--- src/rtl/strobe_pkg.sv ---
// Shared types and default sizing for the multi-channel strobe generator.
package strobe_pkg;

    typedef enum logic [1:0] {
        IDLE = 2'd0,
        WAIT = 2'd1,
        LOW  = 2'd2,
        DONE = 2'd3
    } state_e;

    localparam int STROBE_NUM_CH   = 4;
    localparam int STROBE_CNT_W    = 16;
    localparam int STROBE_PRESC    = 24;
    localparam int STROBE_PERIOD_W = 28;

endpackage

--- src/rtl/strobe_gen_multi_if.sv ---
// Lamp-control bundle between the host and the strobe generator.
interface strobe_gen_multi_if
    import strobe_pkg::*;
#(
    parameter int NUM_CH = STROBE_NUM_CH,
    parameter int CNT_W  = STROBE_CNT_W
);
    logic [NUM_CH-1:0] lamp_enable;
    logic [NUM_CH-1:0] single_trig;
    logic [CNT_W-1:0]  ss_high_delay;
    logic [CNT_W-1:0]  ss_low_delay;
    logic [CNT_W-1:0]  countbase;
    logic [CNT_W-1:0]  strbcount;
    logic [NUM_CH-1:0] single_strobe;
    logic [NUM_CH-1:0] single_busy;
    logic [NUM_CH-1:0] single_done;
    logic [NUM_CH-1:0] single_err;
    logic [NUM_CH-1:0] cont_strobe;

    modport master (
        output lamp_enable, single_trig, ss_high_delay, ss_low_delay, countbase, strbcount,
        input  single_strobe, single_busy, single_done, single_err, cont_strobe
    );

    modport slave (
        input  lamp_enable, single_trig, ss_high_delay, ss_low_delay, countbase, strbcount,
        output single_strobe, single_busy, single_done, single_err, cont_strobe
    );
endinterface

--- src/rtl/strobe_single_ch.sv ---
// One lamp channel's single-strobe sequencer: IDLE -> WAIT -> LOW -> DONE -> IDLE,
// timed in prescaled ticks against delays latched at trigger time.
module strobe_single_ch
    import strobe_pkg::*;
#(
    parameter int CNT_W = STROBE_CNT_W,
    parameter int PRESC = STROBE_PRESC
) (
    input  logic             clk_i,
    input  logic             rst_n_i,
    input  logic             enable_i,
    input  logic             trig_i,
    input  logic [CNT_W-1:0] high_delay_i,
    input  logic [CNT_W-1:0] low_delay_i,
    output logic             strobe_o,
    output logic             busy_o,
    output logic             done_o,
    output logic             err_o
);
    localparam int              PW         = (PRESC > 1) ? $clog2(PRESC) : 1;
    localparam logic [PW-1:0]   PRESC_LAST = PW'(PRESC - 1);

    state_e           state_q, state_d;
    logic [PW-1:0]    presc_q, presc_d, presc_nxt;
    logic [CNT_W-1:0] tick_q, tick_d, tick_nxt;
    logic [CNT_W-1:0] high_q, high_d, low_q, low_d;
    logic             err_q, err_d;
    logic             wrap;

    assign wrap      = (presc_q == PRESC_LAST);
    assign presc_nxt = wrap ? '0 : presc_q + PW'(1);
    assign tick_nxt  = wrap ? tick_q + CNT_W'(1) : tick_q;

    // Phase changes are decided on the tick value being written, so a delay of
    // N ticks lands exactly N*PRESC cycles after WAIT entry.
    always_comb begin
        // NOTE: every signal driven here gets a default first, so no latch is inferred.
        state_d = state_q;
        presc_d = presc_q;
        tick_d  = tick_q;
        high_d  = high_q;
        low_d   = low_q;
        err_d   = 1'b0;
        unique case (state_q)
            IDLE: begin
                if (trig_i) begin
                    if (low_delay_i > high_delay_i) begin
                        if (enable_i) begin
                            state_d = WAIT;
                            presc_d = '0;
                            tick_d  = '0;
                            high_d  = high_delay_i;
                            low_d   = low_delay_i;
                        end
                    end else begin
                        err_d = 1'b1;
                    end
                end
            end
            WAIT: begin
                presc_d = presc_nxt;
                tick_d  = tick_nxt;
                if (tick_nxt == high_q) state_d = LOW;
            end
            LOW: begin
                presc_d = presc_nxt;
                tick_d  = tick_nxt;
                if (tick_nxt == low_q) state_d = DONE;
            end
            DONE:    state_d = IDLE;
            default: state_d = IDLE;
        endcase
        if (!enable_i) state_d = IDLE;
    end

    always_ff @(posedge clk_i or negedge rst_n_i) begin
        // NOTE: non-blocking assignments only, so every register samples pre-edge values.
        if (!rst_n_i) begin
            state_q <= IDLE;
            presc_q <= '0;
            tick_q  <= '0;
            high_q  <= '0;
            low_q   <= '0;
            err_q   <= 1'b0;
        end else begin
            state_q <= state_d;
            presc_q <= presc_d;
            tick_q  <= tick_d;
            high_q  <= high_d;
            low_q   <= low_d;
            err_q   <= err_d;
        end
    end

    assign strobe_o = (state_q != LOW);
    assign busy_o   = (state_q == WAIT) || (state_q == LOW);
    assign done_o   = (state_q == DONE);
    assign err_o    = err_q;

endmodule

--- src/rtl/strobe_gen_multi.sv ---
// Multi-channel lamp strobe generator: per-channel single strobes plus one shared
// continuous square wave gated per channel by lamp_enable.
module strobe_gen_multi
    import strobe_pkg::*;
#(
    parameter int NUM_CH   = STROBE_NUM_CH,
    parameter int CNT_W    = STROBE_CNT_W,
    parameter int PRESC    = STROBE_PRESC,
    parameter int PERIOD_W = STROBE_PERIOD_W
) (
    input  logic              sys_clk,
    input  logic              sys_rst_n,
    strobe_gen_multi_if.slave bus
);
    logic [1:0] rst_sync_q;
    logic       rst_n;

    // NOTE: reset asserts asynchronously but releases two edges later, so no flop
    // sees a reset edge racing the clock.
    always_ff @(posedge sys_clk or negedge sys_rst_n) begin
        if (!sys_rst_n) rst_sync_q <= '0;
        else            rst_sync_q <= {rst_sync_q[0], 1'b1};
    end
    assign rst_n = rst_sync_q[1];

    logic [NUM_CH-1:0] ss_w, busy_w, done_w, err_w;

    for (genvar g = 0; g < NUM_CH; g++) begin : g_ch
        strobe_single_ch #(
            .CNT_W (CNT_W),
            .PRESC (PRESC)
        ) u_ch (
            .clk_i        (sys_clk),
            .rst_n_i      (rst_n),
            .enable_i     (bus.lamp_enable[g]),
            .trig_i       (bus.single_trig[g]),
            .high_delay_i (bus.ss_high_delay),
            .low_delay_i  (bus.ss_low_delay),
            .strobe_o     (ss_w[g]),
            .busy_o       (busy_w[g]),
            .done_o       (done_w[g]),
            .err_o        (err_w[g])
        );
    end

    assign bus.single_strobe = ss_w;
    assign bus.single_busy   = busy_w;
    assign bus.single_done   = done_w;
    assign bus.single_err    = err_w;

    logic [CNT_W-1:0]    cb_q, sc_q;
    logic [CNT_W:0]      mult;
    logic [2*CNT_W-1:0]  prod;
    logic [PERIOD_W-1:0] half_q, half_d;
    logic [PERIOD_W-1:0] cnt_q, cnt_d;
    logic                phase_q, phase_d;
    logic                param_chg;

    // Full-precision product before truncation so wide periods are not clipped early.
    assign mult      = {1'b0, bus.strbcount} + (CNT_W + 1)'(1);
    assign prod      = (2*CNT_W)'(bus.countbase[CNT_W-1:1]) * (2*CNT_W)'(mult);
    assign half_d    = PERIOD_W'(prod);
    assign param_chg = (bus.countbase != cb_q) || (bus.strbcount != sc_q);

    always_comb begin
        cnt_d   = cnt_q;
        phase_d = phase_q;
        if (param_chg || (half_q == '0)) begin
            cnt_d   = '0;
            phase_d = 1'b1;
        end else if (cnt_q == half_q - PERIOD_W'(1)) begin
            cnt_d   = '0;
            phase_d = ~phase_q;
        end else begin
            cnt_d   = cnt_q + PERIOD_W'(1);
        end
    end

    always_ff @(posedge sys_clk or negedge rst_n) begin
        if (!rst_n) begin
            cb_q    <= '0;
            sc_q    <= '0;
            half_q  <= '0;
            cnt_q   <= '0;
            phase_q <= 1'b1;
        end else begin
            cb_q    <= bus.countbase;
            sc_q    <= bus.strbcount;
            half_q  <= half_d;
            cnt_q   <= cnt_d;
            phase_q <= phase_d;
        end
    end

    assign bus.cont_strobe = ~bus.lamp_enable | {NUM_CH{phase_q}};

endmodule

--- src/flat_wrapper.sv ---
// flat-port wrapper written by rule: the top's interface ports become plain ports
module strobe_gen_multi_flat import strobe_pkg::*;
#(
    parameter int NUM_CH   = STROBE_NUM_CH,
    parameter int CNT_W    = STROBE_CNT_W,
    parameter int PRESC    = STROBE_PRESC,
    parameter int PERIOD_W = STROBE_PERIOD_W
)
  (sys_clk, sys_rst_n, bus_lamp_enable, bus_single_trig, bus_ss_high_delay, bus_ss_low_delay, bus_countbase, bus_strbcount, bus_single_strobe, bus_single_busy, bus_single_done, bus_single_err, bus_cont_strobe);
  strobe_gen_multi_if #(.NUM_CH(NUM_CH), .CNT_W(CNT_W)) bus_i ();
  input  logic sys_clk;
  input  logic sys_rst_n;
  input wire logic [$bits(bus_i.lamp_enable)-1:0] bus_lamp_enable;
  input wire logic [$bits(bus_i.single_trig)-1:0] bus_single_trig;
  input wire logic [$bits(bus_i.ss_high_delay)-1:0] bus_ss_high_delay;
  input wire logic [$bits(bus_i.ss_low_delay)-1:0] bus_ss_low_delay;
  input wire logic [$bits(bus_i.countbase)-1:0] bus_countbase;
  input wire logic [$bits(bus_i.strbcount)-1:0] bus_strbcount;
  output wire logic [$bits(bus_i.single_strobe)-1:0] bus_single_strobe;
  output wire logic [$bits(bus_i.single_busy)-1:0] bus_single_busy;
  output wire logic [$bits(bus_i.single_done)-1:0] bus_single_done;
  output wire logic [$bits(bus_i.single_err)-1:0] bus_single_err;
  output wire logic [$bits(bus_i.cont_strobe)-1:0] bus_cont_strobe;
  assign bus_i.lamp_enable = bus_lamp_enable;
  assign bus_i.single_trig = bus_single_trig;
  assign bus_i.ss_high_delay = bus_ss_high_delay;
  assign bus_i.ss_low_delay = bus_ss_low_delay;
  assign bus_i.countbase = bus_countbase;
  assign bus_i.strbcount = bus_strbcount;
  assign bus_single_strobe = bus_i.single_strobe;
  assign bus_single_busy = bus_i.single_busy;
  assign bus_single_done = bus_i.single_done;
  assign bus_single_err = bus_i.single_err;
  assign bus_cont_strobe = bus_i.cont_strobe;
  strobe_gen_multi #(.NUM_CH(NUM_CH), .CNT_W(CNT_W), .PRESC(PRESC), .PERIOD_W(PERIOD_W)) u_core (.sys_clk(sys_clk), .sys_rst_n(sys_rst_n), .bus(bus_i));
endmodule
--- config.mk ---
export PLATFORM = sky130hd
export DESIGN_NAME = strobe_gen_multi_flat
export DESIGN_NICKNAME = d
export VERILOG_FILES = /design/src/rtl/strobe_pkg.sv /design/src/rtl/strobe_gen_multi_if.sv /design/src/rtl/strobe_single_ch.sv /design/src/rtl/strobe_gen_multi.sv /design/src/flat_wrapper.sv
export SDC_FILE = /design/constraint.sdc
export NUM_CORES = 1
export LEC_CHECK = 0
export ABC_CLOCK_PERIOD_IN_PS = 10400
export CAP_MARGIN = 20
export CORE_ASPECT_RATIO = 1.1
export CORE_MARGIN = 4
export CORE_UTILIZATION = 55
export CTS_CLUSTER_DIAMETER = 50
export DETAILED_ROUTE_END_ITERATION = 8
export PLACE_DENSITY = 0.73
export SYNTH_ARGS = -nofsm -noshare
export SYNTH_HDL_FRONTEND = slang
export SYNTH_SLANG_ARGS = --single-unit
export TNS_END_PERCENT = 10
--- constraint.sdc ---
create_clock -name sys_clk -period 10.4 [get_ports sys_clk]
set_clock_uncertainty 0.2 [all_clocks]
set_input_delay 2.08 -clock sys_clk [delete_from_list [all_inputs] [get_ports sys_clk]]
set_output_delay 2.08 -clock sys_clk [all_outputs]
set_load 0.02 [all_outputs]
==> flow_results.org, run 1 <==
** Status
- The run finished with clean final reports.

** Power
- Total power for the finished layout comes to 8220 µW.
- Worst IR Drop VDD :: 0.526 mV
- Power density over cell area :: 276 mW/mm²
- In this run the static leakage power is 0.0132 µW.

** Clock network
- CTS hold repair buffers :: 0
- Max H-tree Level :: 2
- Clock tree from TritonCTS :: done
- Clock-pin slew was measured on the worst setup and hold paths at 0.06 ns.
- Number of buffers on the longest clock path :: 3
- Insertion delay of the later-clocked pin in the worst-skew pair :: 0.58 ns
- After clock tree synthesis, the repair step resized 0 gates.
- Buffers added to address setup during post-CTS repair amount to 0.
- The clock drives 315 sinks.
- Cell chosen for the clock root :: clkbuf_16
- Cts bufs inserted :: 43

** Worst setup path
- Worst setup SP type :: input port
- Broken down by cell family, the worst path's largest delay share belongs to adder cells.
- The endpoint identified for the worst register-to-register timing path is u_core.g_ch[1].u_ch.state_q[0].
- Data on the critical path arrives at its endpoint at 9.39 ns.
- On the worst path, the slowest cell contributes a delay of 0.67 ns.
- Counting cells, the worst reg-to-reg path comes to 10.
- The setup path with the least slack is of type in -> reg.
- STA classifies the critical path endpoint as a flip-flop.
- Crit-path slowest cell :: clkdlybuf4s50_1
- WP buf/inv :: 8
- CP max FO :: 15
- Critical R2R Launch :: u_core.g_ch[1].u_ch.presc_q[0]
- R2r setup slk :: 5.30 ns
- Worst path required time :: 10.64 ns

** Timing
- Hold Fails Final Rpt :: 0
- The clock period could shrink to 9.14 ns.
- Setup ws final :: 1.26 ns
- Derived from the worst setup path, the maximum achievable clock frequency is 109 MHz.
- Max-slew headroom :: 25.3%
- Share of the cycle needed by the critical path after routing :: 87.9%
- Worst-margin pin slew :: 1.11 ns
- The max-slew violation count came to 0.
- Setup violations remaining at the end of the flow were counted as 0.
- RSZ-0062 raised after global routing :: false
- After routing, the total negative slack on setup checks comes to 0 ns.

** Routing
- For this block, the via count after detailed routing is 20,959.
- Once detail routing completed, the nets flagged for antenna violations numbered 0.
- DRC violations left :: 0
- Dividing the detail-routed via count by the number of cells gives 5.93.
- In the final routed layout, each cell accounts on average for 19.9 µm.
- Before antenna repair, the detailed router went through 7 iterations.
- Total Routed Length :: 70,300 µm
- After the first detailed-routing iteration, the DRC count stood at 1,673.

** Global route
- The via count of the first global-routing pass came to 21,530.
- Remaining Overflow, GRT :: 0
- Number of antenna violations at the first check in global routing :: 1
- Global routing consumed, over all layers together, 27.0% of the routing resources.
- Entering global routing, the biggest net connects 79 pins.
- Wire length of the first global-routing pass :: 114,000 µm

** Place
- Timing analysis after detailed placement gives a worst setup slack of 0.762 ns.
- The congestion estimate from routability-driven global placement came to 0.941.
- Buffers placed on the I/O ports in this run total 93.
- After detailed placement, the design holds a cell count of 3,451.
- Detailed placement ended at an HPWL of 51,800 µm.

** Floorplanning
- Number of primary I/O pins :: 94
- Initial core utilization :: 56.0%
- Measured along the y axis, the die boundary spans 241 µm.
- Number of placement rows :: 84
- Die Outline Area :: 0.0528 mm²
- The core region is 0.0482 mm².
- Measured along the x axis, the die boundary spans 219 µm.

** Final layout
- The finished layout holds 3,536 standard cells, fillers aside.
- Layout filler cell count :: 3,921
- Registers take 0.00789 mm².
- Area occupied by multi-input gates :: 0.0173 mm²
- Post-route core utilization :: 61.7%
- In the layout the commonest cells are dfrtp_1 (313), inv_1 (297), nand2_1 (270), fa_1 (188), xnor2_1 (177).
- Most common library cell in the layout ignoring fill and taps :: dfrtp_1
- Area Growth Syn to Fin :: 10.2%
- At the end of the flow, the number of nets in the layout was 3,235.
- Of the cells placed in the final design, the portion with a size suffix greater than 1 is 9.60%.

** Logic synthesis
- Among all flip-flop cells after synthesis, the most frequent one is dfrtp_1.
- The synthesized netlist contains 95 unique library cells.
- The average instance in the mapped netlist occupies 9.49 µm².
- Post-synthesis net count :: 3,229
- The cell count after synthesis came out at 2,847.
- Summing every instance area after synthesis gives 0.0270 mm².
- Share of async-settable or async-resettable flops after synthesis :: 100%
- Counting flops with a built-in enable in the synthesized netlist gives 0.
- Synth Register Bits :: 315
- Of the synthesized area, sequential elements account for 29.2%.
- Warnings from Yosys :: 0

** Run
- Max-cap violations :: 0

** Min path
- Worst hold path type :: reg -> async
-- through the flow --
stage	hold WS [ns]	instance area (µm²)
2_1_floorplan	0.131	27000
5_1_grt	0.179	29800
3_5_place_dp	0.140	28300
3_3_place_gp	0.140	28300
4_1_cts	0.149	29700
6_report	0.117	29800
-- per-layer routing --
metal  track usage, %  share of wire [%]  vias to the layer above
li1                 -                  -                     9607
met1             34.2                 40                    10456
met2             46.3                 50                      714
met3             3.84                5.9                      182
met4             11.8                4.5                        0
met5                0                  0                        -
-- cell families after synthesis --
group	synth area share, %
and+or+nand+nor	17.9
buffers and inverters	6.89
AOI/OAI and AO/OA	10.4
DFF	29.2
adders and majority gates	19.5
xor gates and xnor gates	10.1
muxes	6.04
other	0.0139
-- cells in the mapped netlist, drive strengths merged, types with 90 or more instances --
library cell / instances / area (µm²)
clkbuf: 124 / 468
fa: 188 / 3760
ha: 120 / 1500
nor2: 104 / 393
xnor2: 177 / 1550
nand2: 270 / 1010
inv: 297 / 1110
nand3: 90 / 450
xor2: 100 / 876
dfrtp: 314 / 7860
and2: 130 / 813
mux2: 129 / 1450
-- worst reg2reg max path, cell delays in order (launching register included) --
cell and delay (ns):
dfrtp_1 0.40, ha_1 0.24, nand4b_1 0.56, nor4_1 1.07, nand2_1 0.35, xnor2_1 0.24
a2111oi_0 0.63, nand4_1 0.16, o41ai_1 0.62, and3_1 0.30, mux2i_1 0.23
-- sequential cells by signal, summed over array words and instances, names as in the netlist --
register	cells
u_core.g_ch.u_ch.tick_q	64
u_core.g_ch.u_ch.low_q	64
u_core.cb_q	16
u_core.sc_q	16
u_core.g_ch.u_ch.presc_q	20
u_core.g_ch.u_ch.high_q	64
u_core.g_ch.u_ch.state_q	8
u_core.g_ch.u_ch.err_o	4
u_core.rst_sync_q	2
u_core.phase_q	1
u_core.cnt_q	28
u_core.half_q	28
-- power by group --
group / switching, µW / leakage [µW] / internal, µW
clock: 596 / 0.000694 / 860
sequential: 390 / 0.00398 / 1630
combinational: 2580 / 0.00852 / 2160
-- how the worst max path moves through the flow --
stage	startpoint	to	slack [ns]	depth (start not counted)
final	bus_strbcount[1]	u_core.half_q[27]	1.26	29
after global routing	bus_strbcount[1]	u_core.half_q[27]	0.88	29
after CTS	bus_strbcount[1]	u_core.half_q[27]	1.33	29
after detailed placement	bus_strbcount[1]	u_core.half_q[27]	0.76	29
after global placement	bus_strbcount[1]	u_core.half_q[27]	0.91	29
after floorplan	u_core.rst_sync_q[1]	u_core.cb_q[0]	0.77	0
-- layout make-up --
cell class,count,share of cell area [%]
Clock inverter,23,0.819
Antenna cell,6,0.0504
Multi-Input combinational cell,2068,58.2
Timing Repair Buffer,128,4.10
Inverter,297,3.74
Sequential cell,315,26.5
Tap cell,645,2.71
Clock buffer,54,3.92
Power figures use the tool's default switching activity.
==> inputs of run 2 (changes only) <==
--- a/config.mk
+++ b/config.mk
@@ -9,10 +9,10 @@
 export CAP_MARGIN = 20
 export CORE_ASPECT_RATIO = 1.1
 export CORE_MARGIN = 4
-export CORE_UTILIZATION = 55
+export CORE_UTILIZATION = 50
 export CTS_CLUSTER_DIAMETER = 50
 export DETAILED_ROUTE_END_ITERATION = 8
-export PLACE_DENSITY = 0.73
+export PLACE_DENSITY = 0.67
 export SYNTH_ARGS = -nofsm -noshare
 export SYNTH_HDL_FRONTEND = slang
 export SYNTH_SLANG_ARGS = --single-unit
==> run 2 against run 1 <==
Against the previous run: via count fell by 0.63%; total power rose by 2.3%; sequential cell count did not move; register-to-register slack improved by 0.53 ns; highest routed layer is now met5.
==> flow_results.org, run 2 (synthesis gave the netlist of run 1 again) <==
** Status
- Result of the run :: finished, final reports clean (unchanged)

** Timing
- The total setup violations reported at the end of the flow came to 0 (unchanged).
- Final Slew Violations :: 0 (unchanged)
- Minimum clock period after layout :: 9.08 ns (was 9.14 ns)
- The final-layout setup total negative slack was 0 ns (unchanged).
- The period utilization came to 87.3% (was 87.9%).
- Minimum hold slack :: 0.107 ns (was 0.117 ns)
- Max-slew headroom :: 28.6% (was 25.3%)
- RSZ-0062 raised after global routing: false (unchanged).
- Max frequency :: 110 MHz (was 109 MHz)
- Hold Fails Final Rpt :: 0 (unchanged)
- Worst-margin pin slew :: 1.07 ns (was 1.11 ns)

** Worst setup path
- The arrival time of data at the critical path endpoint was 9.30 ns (was 9.39 ns).
- Crit-path slowest cell :: clkdlybuf4s50_1 (unchanged)
- Worst setup SP type :: input port (unchanged)
- Delay of the slowest cell on the worst path :: 0.64 ns (was 0.67 ns)
- The worst path required time is 10.62 ns (was 10.64 ns).
- The highest net fanout along the worst path was 15 (unchanged).
- The critical path capture point type is a flip-flop (unchanged).
- The cell depth of the worst flop-to-flop path was 10 (unchanged).
- The path type of the worst setup path is in -> reg (unchanged).

** Routing
- The number of DRC markers after the initial detailed-route iteration is 1,099 (was 1,673).
- The DRC violation count after routing was 0 (unchanged).
- The number of nets with antenna violations after routing came to 0 (unchanged).
- Length of the first detailed-routing pass in iterations :: 5 (was 7)
- Total Routed Length :: 70,400 µm (was 70,300 µm)
- The average detailed-routed wire length per instance was 19.5 µm (was 19.9 µm).
- DR vias/cell :: 5.76 (was 5.93)
- Total via count after detailed routing :: 20,826 (was 20,959)

** Min path
- The worst hold path class is reg -> async (unchanged).

** Clock network
- The CTS tree was done (unchanged).
- Cts bufs inserted :: 44 (was 43)
- CTS hold repair buffers :: 0 (unchanged)
- Reg clk slew, reported paths :: 0.06 ns (about the same)
- The post-cts repair resize count was 0 (unchanged).
- The total number of H-tree levels is 2 (unchanged).
- The clock insertion delay at the later pin of the skew report is 0.57 ns (was 0.58 ns).
- The buffer cell driving the clock tree root is clkbuf_16 (unchanged).
- The number of buffers on the longest clock path was 3 (unchanged).
- The TritonCTS sink count was 315 (unchanged).
- The number of buffers inserted to repair setup after CTS came to 0 (unchanged).

** Place
- The placer's final routability congestion estimate was 0.926 (was 0.941).
- Post-Place Cells :: 3,532 (was 3,451)
- Placed cell area :: 0.0284 mm² (was 0.0283 mm²)
- Count of input and output buffers :: 93 (unchanged)
- Post-DP HPWL :: 52,200 µm (was 51,800 µm)

** Global route
- The global-route wire length before repair was 114,000 µm (about the same).
- Number of global-route vias before repair :: 21,342 (was 21,530)
- The maximum number of pins on one net before global-route repair came to 163 (was 79).
- The total routing usage reported by global routing is 24.1% (was 27.0%).
- The initial antenna violation count is 2 (was 1).
- Remaining Overflow, GRT :: 0 (unchanged)

** Floorplanning
- Number of placement rows :: 89 (was 84)
- The placeable core area came to 0.0536 mm² (was 0.0482 mm²).
- Die Height :: 252 µm (was 241 µm)
- The number of I/O pins is 94 (unchanged).
- The floorplan die area was 0.0578 mm² (was 0.0528 mm²).
- The x dimension of the die came to 230 µm (was 219 µm).
- The starting utilization of the core area came to 50.5% (was 56.0%).

** Power
- Worst IR Drop VDD :: 0.566 mV (was 0.526 mV)
- The leakage power summed over all cells was 0.0132 µW (about the same).
- Power density over cell area :: 280 mW/mm² (was 276 mW/mm²)

** Final layout
- Commonest cells after routing, fill and taps aside :: dfrtp_1 (313), inv_1 (297), nand2_1 (270), fa_1 (188), xnor2_1 (177) (unchanged)
- Top Registers: u_core.g_ch.u_ch.high_q x64, u_core.g_ch.u_ch.low_q x64, u_core.g_ch.u_ch.tick_q x64 (unchanged).
- Fraction of layout instances using a drive strength above 1 :: 9.64% (was 9.60%)
- The number of nets in the layout was 3,234 (was 3,235).
- Area Growth Syn to Fin :: 11.1% (was 10.2%)
- Non-filler instance count after layout :: 3,613 (was 3,536)
- The number of inserted diodes came to 0 (was 6).
- The utilization of the core after routing came to 56.0% (was 61.7%).
- The most frequent standard cell in the layout excluding fill and tap cells is dfrtp_1 (unchanged).
- Final Cell Area :: 0.0300 mm² (was 0.0298 mm²)

** Run
- Max-cap violations :: 0 (unchanged)
==> run 2: cell types whose count changed in the layout (fill, tap and decap cells not counted), moves of 3 or more <==
cell	change
clkinv_2	-3
bufinv_16	+6
clkbuf_8	-3
diode_2	-6
==> run 2: per-stage QoR <==
step | setup slack [ns] | total power, µW
4_1_cts | 1.36 | 8480
3_3_place_gp | 0.922 | 6660
6_report | 1.32 | 8410
3_5_place_dp | 0.790 | 6790
2_1_floorplan | 0.773 | 5610
5_1_grt | 0.861 | 9140
==> run 2: worst max-delay path, delay by kind of cell <==
| kind | cells | cell delay (ns) |
|---|---|---|
| xor+xnor | 2 | 0.27 |
| fa+ha+maj | 8 | 3.68 |
| simple gates | 6 | 1.01 |
| buf+inv | 8 | 1.17 |
| compound gates | 5 | 1.08 |
==> run 2: final cells by class <==
| cell class | count | area [µm²] |
|---|---|---|
| Fill cell | 4706 | 23500 |
| Multi-Input combinational cell | 2068 | 17300 |
| Sequential cell | 315 | 7890 |
| Timing Repair Buffer | 126 | 1200 |
| Clock buffer | 52 | 1150 |
| Inverter | 297 | 1110 |
| Tap cell | 728 | 911 |
| Clock inverter | 27 | 417 |
==> run 2: layer usage <==
layer  track usage [%]  vias to the layer above  wire [µm]  part of all wire [%]
met5                 0                        -         13                 0.018
met4              9.70                        2       3040                   4.3
met3              3.64                      191       3550                   5.0
met2              43.0                      624      35400                    50
met1              29.5                    10407      28400                    40
li1                  -                     9602          -                     -
==> run 2: final timing paths <==
path	from	endpoint	slack, ns
min reg2reg	u_core.rst_sync_q[1]	u_core.g_ch[0].u_ch.high_q[14]	0.11
min	u_core.rst_sync_q[1]	u_core.g_ch[0].u_ch.high_q[14]	0.11
max reg2reg	u_core.g_ch[1].u_ch.presc_q[0]	u_core.g_ch[1].u_ch.state_q[1]	5.83
max in group asynchronous	u_core.rst_sync_q[1]	u_core.sc_q[9]	8.31
max	bus_strbcount[1]	u_core.half_q[27]	1.32
min in group sys_clk	u_core.rst_sync_q[0]	u_core.rst_sync_q[1]	0.15
==> run 2: power by group <==
part	switching [µW]	internal, µW	total (µW)
clock	613	1010	1620
sequential	392	1630	2020
combinational	2610	2160	4770
==> inputs of run 3 (changes only) <==
--- a/config.mk
+++ b/config.mk
@@ -13,6 +13,7 @@
 export CTS_CLUSTER_DIAMETER = 50
 export DETAILED_ROUTE_END_ITERATION = 8
 export PLACE_DENSITY = 0.67
+export REMOVE_ABC_BUFFERS = 1
 export SYNTH_ARGS = -nofsm -noshare
 export SYNTH_HDL_FRONTEND = slang
 export SYNTH_SLANG_ARGS = --single-unit
==> run 3 against run 2 <==
Against the previous run: combinational power barely moved; setup slack got worse by 0.38 ns; sequential power barely moved; largest cell class unchanged; clock power barely moved; first-iteration DRC count rose by 26%; largest power group unchanged; utilization barely moved.
==> flow_results.org, run 3 (synthesis gave the netlist of run 1 again) <==
** Status
- Result of the run: finished, final reports clean (unchanged).

** Power
- The worst voltage drop across the vdd grid was 0.454 mV (was 0.566 mV).
- The leakage power summed over all cells was 0.0133 µW (was 0.0132 µW).
- The power density normalized to cell area is 278 mW/mm² (was 280 mW/mm²).

** Clock network
- Setup repair bufs after CTS :: 0 (unchanged)
- CTS hold repair buffers :: 0 (unchanged)
- Cts bufs inserted :: 44 (unchanged)
- The clock insertion delay at the later pin of the skew report was 0.58 ns (was 0.57 ns).
- The post-cts repair resize count came to 0 (unchanged).
- The buffer cell driving the clock tree root was clkbuf_16 (unchanged).
- The CTS tree was done (unchanged).
- The clock-pin slew on the worst setup and hold paths is 0.06 ns (about the same).
- Max H-tree Level :: 2 (unchanged)
- The TritonCTS sink count came to 315 (unchanged).
- Number of buffers on the longest clock path :: 3 (unchanged)

** Timing
- Minimum clock period after layout :: 9.46 ns (was 9.08 ns)
- Number of setup violations in the final report :: 0 (unchanged)
- RSZ-0062 raised after global routing :: false (unchanged)
- Max frequency :: 106 MHz (was 110 MHz)
- The hold violation count in the final report was 0 (unchanged).
- The worst-case hold slack was 0.144 ns (was 0.107 ns).
- The actual slew at the worst max-slew pin is 1.05 ns (was 1.07 ns).
- Final Slew Violations :: 0 (unchanged)
- Sum Neg Setup Slack :: 0 ns (unchanged)
- Max-slew headroom :: 30.3% (was 28.6%)
- Share of the cycle needed by the critical path after routing :: 91.0% (was 87.3%)

** Floorplanning
- The placeable core area came to 0.0536 mm² (unchanged).
- The starting utilization of the core area came to 50.5% (unchanged).
- Die width :: 230 µm (unchanged)
- Die Height :: 252 µm (unchanged)
- The number of I/O pins came to 94 (unchanged).
- Die Outline Area :: 0.0578 mm² (unchanged)
- The number of placement rows is 89 (unchanged).

** Routing
- Length of the first detailed-routing pass in iterations :: 5 (unchanged)
- The number of DRC markers after the initial detailed-route iteration came to 1,380 (was 1,099).
- The detailed-route via count was 20,811 (was 20,826).
- DR vias/cell :: 5.76 (about the same)
- Post-detailed-route count of antenna-violating nets :: 0 (unchanged)
- DRC violations left :: 0 (unchanged)
- Wirelength per Cell :: 19.6 µm (was 19.5 µm)
- The total wire length after detailed routing came to 70,800 µm (was 70,400 µm).

** Global route
- Number of global-route vias before repair :: 21,213 (was 21,342)
- Remaining Overflow, GRT :: 0 (unchanged)
- GRT Overall Usage :: 24.4% (was 24.1%)
- Number of antenna violations at the first check in global routing :: 0 (was 2)
- Pin count of the biggest net entering global routing :: 171 (was 163)
- Wire length of the first global-routing pass :: 114,000 µm (about the same)

** Run
- Max-cap violations :: 0 (unchanged)

** Worst setup path
- Critical path class :: in -> reg (unchanged)
- The reg2reg setup slack is 5.85 ns (was 5.83 ns).
- Critical path data arrival time :: 9.75 ns (was 9.30 ns)
- Worst path required time :: 10.69 ns (was 10.62 ns)
- CP max FO :: 10 (was 15)
- Worst setup SP type :: input port (unchanged)
- The critical path capture point type is a flip-flop (unchanged).

** Final layout
- Area Growth Syn to Fin :: 11.1% (about the same)
- The number of inserted diodes is 0 (unchanged).
- Top Registers :: u_core.g_ch.u_ch.high_q x64, u_core.g_ch.u_ch.low_q x64, u_core.g_ch.u_ch.tick_q x64 (unchanged)
- Commonest cells after routing, fill and taps aside :: dfrtp_1 (313), inv_1 (297), nand2_1 (270), fa_1 (188), xnor2_1 (177) (unchanged)
- Layout filler cell count :: 4,769 (was 4,706)
- The most frequent standard cell in the layout excluding fill and tap cells is dfrtp_1 (unchanged).
- Fraction of layout instances using a drive strength above 1 :: 9.84% (was 9.64%)
- The number of nets in the layout was 3,234 (unchanged).

** Min path
- Worst hold path type :: reg -> async (unchanged)

** Place
- The placer's final routability congestion estimate is 0.918 (was 0.926).
- The HPWL reported at the end of detailed placement was 52,600 µm (was 52,200 µm).
- Count of input and output buffers :: 93 (unchanged)
==> run 3: cell types whose count changed in the layout (fill, tap and decap cells not counted) <==
cell / previous run / this run
inv_8: 3 / 6
inv_16: 0 / 1
clkinv_8: 0 / 1
dlygate4sd3_1: 0 / 1
clkinv_16: 1 / 0
clkinvlp_4: 3 / 4
buf_4: 31 / 30
clkbuf_8: 2 / 7
buf_12: 2 / 1
buf_16: 0 / 1
clkbuf_1: 6 / 0
bufinv_16: 8 / 5
==> run 3: routing by layer <==
| metal | global-route usage, % | vias to the layer above | wire length, µm |
|---|---|---|---|
| li1 | - | 9617 | - |
| met1 | 30.1 | 10412 | 28300 |
| met2 | 43.2 | 618 | 36000 |
| met3 | 3.90 | 164 | 3590 |
| met4 | 9.51 | 0 | 2930 |
| met5 | 0 | - | 0 |
==> run 3: worst max-delay path, cell delays in order <==
cell and delay (ns):
clkdlybuf4s50_1 0.68, ha_1 0.30, nand2_1 0.11, or2_2 0.36
nor2_1 0.14, xor2_1 0.75, and2_1 0.26, fa_1 0.43
inv_1 0.09, fa_1 0.38, inv_1 0.09, fa_1 0.45
fa_1 0.50, fa_1 0.49, inv_1 0.05, fa_1 0.47
inv_1 0.04, ha_1 0.32, or3_1 0.41, o21ai_0 0.11
a21oi_1 0.12, a41oi_1 0.44, a21oi_1 0.17, a21o_1 0.21
a21oi_1 0.17, xnor2_1 0.13
==> run 3: path summary, 6_finish.rpt <==
check / end / from / cells past startpoint
worst max-delay path: u_core.half_q[25] / bus_strbcount[0] / 26
worst min-delay path: u_core.g_ch[0].u_ch.tick_q[8] / u_core.rst_sync_q[1] / 1
worst max register to register: u_core.g_ch[3].u_ch.state_q[0] / u_core.g_ch[3].u_ch.presc_q[0] / 10
worst min register to register: u_core.g_ch[0].u_ch.tick_q[8] / u_core.rst_sync_q[1] / 1
max in group asynchronous: u_core.rst_sync_q[1] / sys_rst_n / 1
min in group sys_clk: u_core.rst_sync_q[1] / u_core.rst_sync_q[0] / 0
==> run 3: layout make-up <==
class	instances	area [µm²]	share of cell area, %
timing repair buffer	126	1210	4.04
multi-input combinational	2068	17300	57.7
clock buffer	51	1200	3.99
sequential	315	7890	26.3
clock inverter	29	374	1.25
tap	728	911	3.03
inverter	297	1110	3.71
==> run 3: report_power, final <==
| group | leakage (µW) | total (µW) | internal, µW | switching (µW) |
|---|---|---|---|---|
| registers | 0.00398 | 2020 | 1630 | 388 |
| logic | 0.00851 | 4740 | 2150 | 2590 |
| clock network | 0.000768 | 1600 | 972 | 630 |
| total | 0.0133 | 8360 | 4750 | 3610 |
==> run 3: metrics by stage <==
step / setup slack, ns / cell area, µm² / util [%] / power (µW) / cells
3_3_place_gp: 0.713 / 28400 / 53.1 / 6630 / 3532
3_5_place_dp: 0.419 / 28400 / 53.1 / 6770 / 3532
4_1_cts: 1.01 / 30000 / 56.0 / 8440 / 3612
6_report: 0.940 / 30000 / 56.1 / 8360 / 3614
2_1_floorplan: 0.773 / 26300 / - / 5550 / 2680
5_1_grt: 0.720 / 30000 / 56.1 / 9120 / 3614
